$ cat config.mk
export PLATFORM = sky130hd
export DESIGN_NAME = iram_isp_loader
export DESIGN_NICKNAME = d
export VERILOG_FILES = /design/src/rtl/iram_isp_loader.sv
export SDC_FILE = /design/constraint.sdc
export NUM_CORES = 1
export LEC_CHECK = 0
export BUFFER_PORTS_ARGS = -buffer_cell sky130_fd_sc_hd__buf_2
export CAP_MARGIN = 10
export CORE_UTILIZATION = 44
export CTS_BUF_LIST = sky130_fd_sc_hd__clkbuf_2
export DETAILED_ROUTE_END_ITERATION = 6
export GPL_ROUTABILITY_DRIVEN = 0
export PLACE_DENSITY = 0.6
export SYNTH_ARGS = -nofsm -noshare
export SYNTH_HDL_FRONTEND = slang
export SYNTH_SLANG_ARGS = --single-unit
$ cat constraint.sdc
create_clock -name clk -period 4.04 [get_ports clk]
set_clock_uncertainty 0.15 [all_clocks]
set_input_delay 0.808 -clock clk [delete_from_list [all_inputs] [get_ports clk]]
set_output_delay 0.808 -clock clk [all_outputs]
set_load 0.005 [all_outputs]
$ cat src/rtl/iram_isp_loader.sv
// rtl/iram_isp_loader.sv - ISP loader: byte-stream framed image to iram AXI4-Lite writes
//
// Purpose:
//   Parses a little-endian framed image (length word, payload words,
//   checksum word) from a byte stream and writes each payload word into
//   instruction RAM through the AXI4-Lite write channels. It never reads.
//   Reports done or an error code to the ISP boot code.
//
// Ports:
//   clk, rst_n                       clock, synchronous active-low reset
//   isp_en_i                         arm loader; low aborts / clears status
//   rx_data_i, rx_valid_i, rx_ready_o  byte stream in
//   isp_axi_aw*, isp_axi_w*, isp_axi_b*  AXI4-Lite write channels to iram
//   busy_o, done_o, err_o, err_code_o  frame status
//   word_cnt_o                       payload words written so far
module iram_isp_loader #(
   parameter logic [31:0] BASE_ADDR = 32'h0000_0000,
   parameter int unsigned MAX_WORDS = 8192,
   parameter logic [23:0] TIMEOUT   = 24'd1_000_000
) (
   input  logic        clk,
   input  logic        rst_n,
   input  logic        isp_en_i,
   input  logic [7:0]  rx_data_i,
   input  logic        rx_valid_i,
   output logic        rx_ready_o,
   output logic [31:0] isp_axi_awaddr,
   output logic [2:0]  isp_axi_awprot,
   output logic        isp_axi_awvalid,
   input  logic        isp_axi_awready,
   output logic [31:0] isp_axi_wdata,
   output logic [3:0]  isp_axi_wstrb,
   output logic        isp_axi_wvalid,
   input  logic        isp_axi_wready,
   input  logic [1:0]  isp_axi_bresp,
   input  logic        isp_axi_bvalid,
   output logic        isp_axi_bready,
   output logic        busy_o,
   output logic        done_o,
   output logic        err_o,
   output logic [2:0]  err_code_o,
   output logic [15:0] word_cnt_o
);

   typedef enum logic [2:0] {
      S_IDLE, S_LEN, S_DATA, S_WR, S_WAIT_B, S_CSUM, S_DONE, S_ERR
   } state_t;

   localparam logic [2:0] ERR_LEN  = 3'd1;
   localparam logic [2:0] ERR_CSUM = 3'd2;
   localparam logic [2:0] ERR_RESP = 3'd3;
   localparam logic [2:0] ERR_TMO  = 3'd4;

   state_t      state_q;
   logic [1:0]  byte_idx_q;
   logic [23:0] shift_q;      // bytes 0..2 of the word being assembled
   logic [31:0] len_q;
   logic [31:0] sum_q;
   logic [31:0] wdata_q;
   logic [31:0] awaddr_q;
   logic        awvalid_q;
   logic        wvalid_q;
   logic        bready_q;
   logic        done_q;
   logic        err_q;
   logic [2:0]  err_code_q;
   logic [15:0] word_cnt_q;
   logic [23:0] idle_cnt_q;
   logic        abort_q;      // isp_en_i dropped while an AXI write was in flight

   logic        rx_phase;
   logic        byte_fire;
   logic        word_fire;
   logic [31:0] rx_word;
   logic        tmo_hit;
   logic        b_fire;
   logic        to_idle;
   logic [15:0] word_cnt_d;

   assign rx_phase   = (state_q == S_LEN) || (state_q == S_DATA) || (state_q == S_CSUM);
   assign rx_ready_o = rx_phase && isp_en_i;
   assign byte_fire  = rx_valid_i && rx_ready_o;
   assign word_fire  = byte_fire && (byte_idx_q == 2'd3);
   assign rx_word    = {rx_data_i, shift_q};
   assign word_cnt_d = word_cnt_q + 16'd1;
   assign b_fire     = (state_q == S_WAIT_B) && isp_axi_bvalid && bready_q;

   // The counter holds the number of idle cycles already elapsed; the
   // TIMEOUT-th idle edge is the one that aborts.
   assign tmo_hit = (TIMEOUT != 24'd0) && rx_phase && !byte_fire &&
                    (idle_cnt_q == TIMEOUT - 24'd1);

   // Abort exits: byte-phase states and the terminal states leave at once;
   // an in-flight write is only abandoned after its B response is taken.
   assign to_idle = (!isp_en_i && (rx_phase || state_q == S_DONE || state_q == S_ERR)) ||
                    (b_fire && (abort_q || !isp_en_i));

   always_ff @(posedge clk) begin
      if (!rst_n) begin
         state_q    <= S_IDLE;
         byte_idx_q <= 2'd0;
         shift_q    <= 24'd0;
         len_q      <= 32'd0;
         sum_q      <= 32'd0;
         wdata_q    <= 32'd0;
         awaddr_q   <= 32'd0;
         awvalid_q  <= 1'b0;
         wvalid_q   <= 1'b0;
         bready_q   <= 1'b0;
         done_q     <= 1'b0;
         err_q      <= 1'b0;
         err_code_q <= 3'd0;
         word_cnt_q <= 16'd0;
         idle_cnt_q <= 24'd0;
         abort_q    <= 1'b0;
      end else begin
         // Byte assembly; the index restarts whenever a byte phase is left.
         if (!rx_phase) begin
            byte_idx_q <= 2'd0;
         end else if (byte_fire) begin
            byte_idx_q <= byte_idx_q + 2'd1;
            case (byte_idx_q)
               2'd0:    shift_q[7:0]   <= rx_data_i;
               2'd1:    shift_q[15:8]  <= rx_data_i;
               2'd2:    shift_q[23:16] <= rx_data_i;
               default: ;
            endcase
         end

         if (!rx_phase || byte_fire) idle_cnt_q <= 24'd0;
         else                        idle_cnt_q <= idle_cnt_q + 24'd1;

         if ((state_q == S_WR || state_q == S_WAIT_B) && !isp_en_i) abort_q <= 1'b1;

         case (state_q)
            S_IDLE: begin
               abort_q <= 1'b0;
               if (isp_en_i && !done_q && !err_q) state_q <= S_LEN;
            end
            S_LEN: begin
               if (tmo_hit) begin
                  err_q <= 1'b1; err_code_q <= ERR_TMO; state_q <= S_ERR;
               end else if (word_fire) begin
                  len_q <= rx_word;
                  if (rx_word == 32'd0 || rx_word > 32'(MAX_WORDS)) begin
                     err_q <= 1'b1; err_code_q <= ERR_LEN; state_q <= S_ERR;
                  end else begin
                     word_cnt_q <= 16'd0;
                     sum_q      <= 32'd0;
                     state_q    <= S_DATA;
                  end
               end
            end
            S_DATA: begin
               if (tmo_hit) begin
                  err_q <= 1'b1; err_code_q <= ERR_TMO; state_q <= S_ERR;
               end else if (word_fire) begin
                  wdata_q   <= rx_word;
                  awaddr_q  <= BASE_ADDR + {14'd0, word_cnt_q, 2'b00};
                  awvalid_q <= 1'b1;
                  wvalid_q  <= 1'b1;
                  state_q   <= S_WR;
               end
            end
            S_WR: begin
               // AW and W complete independently; move on once neither is pending.
               if (awvalid_q && isp_axi_awready) awvalid_q <= 1'b0;
               if (wvalid_q && isp_axi_wready)   wvalid_q  <= 1'b0;
               if ((!awvalid_q || isp_axi_awready) && (!wvalid_q || isp_axi_wready)) begin
                  bready_q <= 1'b1;
                  state_q  <= S_WAIT_B;
               end
            end
            S_WAIT_B: begin
               if (b_fire) begin
                  bready_q <= 1'b0;
                  if (isp_axi_bresp != 2'b00) begin
                     err_q <= 1'b1; err_code_q <= ERR_RESP; state_q <= S_ERR;
                  end else begin
                     sum_q      <= sum_q + wdata_q;
                     word_cnt_q <= word_cnt_d;
                     state_q    <= ({16'd0, word_cnt_d} == len_q) ? S_CSUM : S_DATA;
                  end
               end
            end
            S_CSUM: begin
               if (tmo_hit) begin
                  err_q <= 1'b1; err_code_q <= ERR_TMO; state_q <= S_ERR;
               end else if (word_fire) begin
                  if (rx_word == sum_q) begin
                     done_q <= 1'b1; state_q <= S_DONE;
                  end else begin
                     err_q <= 1'b1; err_code_q <= ERR_CSUM; state_q <= S_ERR;
                  end
               end
            end
            default: ;  // S_DONE / S_ERR wait for isp_en_i to drop
         endcase

         // Returning to IDLE always clears the reported status.
         if (to_idle) begin
            state_q    <= S_IDLE;
            done_q     <= 1'b0;
            err_q      <= 1'b0;
            err_code_q <= 3'd0;
            word_cnt_q <= 16'd0;
            abort_q    <= 1'b0;
         end
      end
   end

   assign isp_axi_awaddr  = awaddr_q;
   assign isp_axi_awprot  = 3'b000;
   assign isp_axi_awvalid = awvalid_q;
   assign isp_axi_wdata   = wdata_q;
   assign isp_axi_wstrb   = 4'hF;
   assign isp_axi_wvalid  = wvalid_q;
   assign isp_axi_bready  = bready_q;
   assign busy_o          = rx_phase || (state_q == S_WR) || (state_q == S_WAIT_B);
   assign done_o          = done_q;
   assign err_o           = err_q;
   assign err_code_o      = err_code_q;
   assign word_cnt_o      = word_cnt_q;

endmodule

==> impl_results.md <==
- Outcome: finished, final reports clean
- Worst rel slew slack: 0.492
- Grt total ovfl: 0
- Filler cells: ~2200
- Total core area: 22700 um^2
- Die Y: 155 um
- Final TNS setup: 0 ns
- Worst VDD drop: 0.191 mV
- Core Rows: 55
- Most frequent cells in the layout: nand2_1 (261), dfxtp_1 (190), a21boi_0 (106)
- Number of port buffers: 90
- Fin. Hold Viols: 0
- Ys async rst share: 0
- Die area: around 24000 um^2
- Initial core utilization: 0.451
- Via Count: 8947
- Unique masters post-synth: 59
- Setup WS post-layout: 0.563 ns
- Synth-to-layout area growth: 7.63%
- Max H-tree Level: 4
- Clock Sinks: 190
- Post-layout min period: between 3 and 4 ns
- Largest net degree at the start of global routing: between 50 and 60
- CP startpoint kind: flip-flop
- Multi-input logic area: 5970 um^2
- Mapped Cells: ~1300
- Fin. max-slew vios: 0
- Top delay family on crit path: flip-flops
- Leakage: 4.44 nW
- Pre-antenna DRT Iters: 5
- Worst slack, placed: about 0.61 ns
- GRT Overall Usage: 0.234
- Post-CTS Setup Bufs: 0
- Largest stage delay, worst path: 0.81 ns
- Layout cells sized above 1: 0.110
- Worst EP required: roughly 3.1 ns
- CP max FO: 16
- CTS Buffer Depth: 2
- Routing usage on met2: 0.371
- Synth Warn #: 0
- Fmax: 0.288 GHz
- First-pass GRT wire length: 44200 um
- Clock-pin transition on the worst setup and hold timing paths: 0.28 ns
- Hpwl dp: approximately 20000 um
- CP cell instances: inv_1 > nand3_1 > nand2_1 > and2_1 > buf_2
- Vias in the first global route: 8173
- Largest area contributor in the netlist: dfxtp_1
- Area share of the largest cell type after synthesis: 0.371
- Register area: 3800 um^2
- 1st-iter DRT viols: 728
- Yosys reg bits: 190
- Post-route ant nets: 0
- Met1 GRT Util: 0.327
- Final Cycle Share: 0.861
- Worst min path class: input pin to flip-flop
- Initial antenna violation count: 1
- Max-cap violations: 0
- Critical Path Sink Type: primary output
- EDFF count, synth: 0
- Die width: between 150 and 200 um
- M3 GR Usage: 0.0286
- Unrepaired setup endpoints after global routing: no
- Most used routing layer: met2
- Clk_lat worst skew: 0.74 ns
- P per Cell Area: about 320 nW/um^2
- WP data arrival: about 2.5 ns
- Sequential area share after synthesis: 0.371
- Slowest cell on crit path: dfxtp_1
- Ys flop type: dfxtp_1
- Most common cell after layout, fill and taps aside: nand2_1
- Slew @ Worst Pin: between 0.7 and 0.8 ns
- CTS resizes: 0
- Wire per inst: 16.9 um
- Final WL: 27400 um
- CTS tree: built
- Vias per cell: approximately 5.5
- Ports: 114
- Final setup fails: 0
- CP bufs+invs: 2
- Synth area leaders: dfxtp_1 (37%), nand2_1 (9.6%), a21boi_0 (7.8%), xor2_1 (5.8%), ha_1 (4.5%)
- Hold_ws: roughly 0.19 ns
- Final nets: 1382
- # hold bufs at CTS: 0
- Avg Inst Size Synth: roughly 8.0 um^2
- DRC: 0
- Worst Setup Path Type: flip-flop to primary output
- Root buf cell: clkbuf_2
- Post-Syn Area: 10200 um^2
- Total CTS buffers: 17
-- layout make-up --
cell class | count | share of cell area
multi-input cells | 994 | 0.541
flip-flops and latches | 190 | 0.345
repair buffers | 105 | 0.0522
well taps | 285 | 0.0323
clock inverters | 14 | 0.0149
clock buffers | 18 | 0.00817
inverters | 19 | 0.00647
diodes | 1 | 0.000227
-- report_power, final --
group	internal (mW)	switching (mW)	leakage, nW	total (mW)
sequential	1.91	0.0488	1.53	1.96
combinational	0.171	0.358	2.76	0.529
clock	0.349	0.667	0.154	1.02
-- through the flow --
step                instances  power (mW)   util  area [um^2]
detailed placement       1593        2.52  0.474        10800
floorplan                1308        2.38      -        10300
finish                   1626        3.51  0.486        11000
global route             1626        3.68  0.486        11000
global placement         1593        2.52  0.474        10800
CTS                      1625        3.54  0.486        11000
-- cell families (layout without fill, tap and decap cells) --
family / Yosys count / in the layout / share of synthesized area
buf+inv: 124 / 156 / 0.0565
mux: 3 / 3 / 0.00305
fa+ha+maj: 38 / 38 / 0.0471
simple gates: 509 / 509 / 0.225
other cells: 2 / 24 / 0.000733
flops: 190 / 190 / 0.371
xor+xnor: 102 / 102 / 0.0872
compound gates: 319 / 319 / 0.209
-- cell usage after synthesis, types with 7 or more instances --
library cell	instances
nand2_1	261
o21ai_0	58
nand3_1	55
dfxtp_1	190
a22oi_1	17
and3_1	15
a311oi_1	7
nor4_1	21
ha_1	37
a21boi_0	106
o211ai_1	7
or3_1	7
a21oi_1	55
xnor2_1	34
nor3_1	11
buf_4	23
a21o_1	16
a31oi_1	20
xor2_1	68
nor2b_1	22
inv_1	19
nand4_1	16
clkbuf_1	73
nor2_1	74
-- flip-flops by register name (all words and copies together) (netlist names) --
| name | flops |
|---|---|
| isp_axi_awaddr | 16 |
| err_o | 1 |
| idle_cnt_q | 24 |
| shift_q | 24 |
| isp_axi_wvalid | 1 |
| err_code_o | 3 |
| sum_q | 32 |
| abort_q | 1 |
| isp_axi_bready | 1 |
| word_cnt_o | 16 |
| done_o | 1 |
| len_q | 32 |
| byte_idx_q | 2 |
| isp_axi_awvalid | 1 |
| isp_axi_wdata | 32 |
| state_q | 3 |
-- layer usage --
metal  share of wire  routed length [um]
met3           0.048                1320
met1            0.48               13300
met2            0.45               12200
met4           0.022                 612
met5         0.00047                  13
-- worst paths after layout --
| check | endpoint | slack (ns) | cells after the start | from |
|---|---|---|---|---|
| worst max-delay path | rx_ready_o | 0.56 | 5 | state_q[2] |
| worst min-delay path | isp_axi_wdata[30] | 0.19 | 3 | rx_data_i[6] |
| worst max register to register | sum_q[16] | 0.74 | 11 | isp_axi_wdata[0] |
| worst min register to register | err_code_o[2] | 0.32 | 2 | err_code_o[2] |
-- tightest hold or removal path, delay by kind of cell --
kind,cells,cell delay (ns)
simple gates,1,0.06
compound gates,1,0.06
buf+inv,1,0.15
No activity file was read; power rests on OpenSTA's default activity.
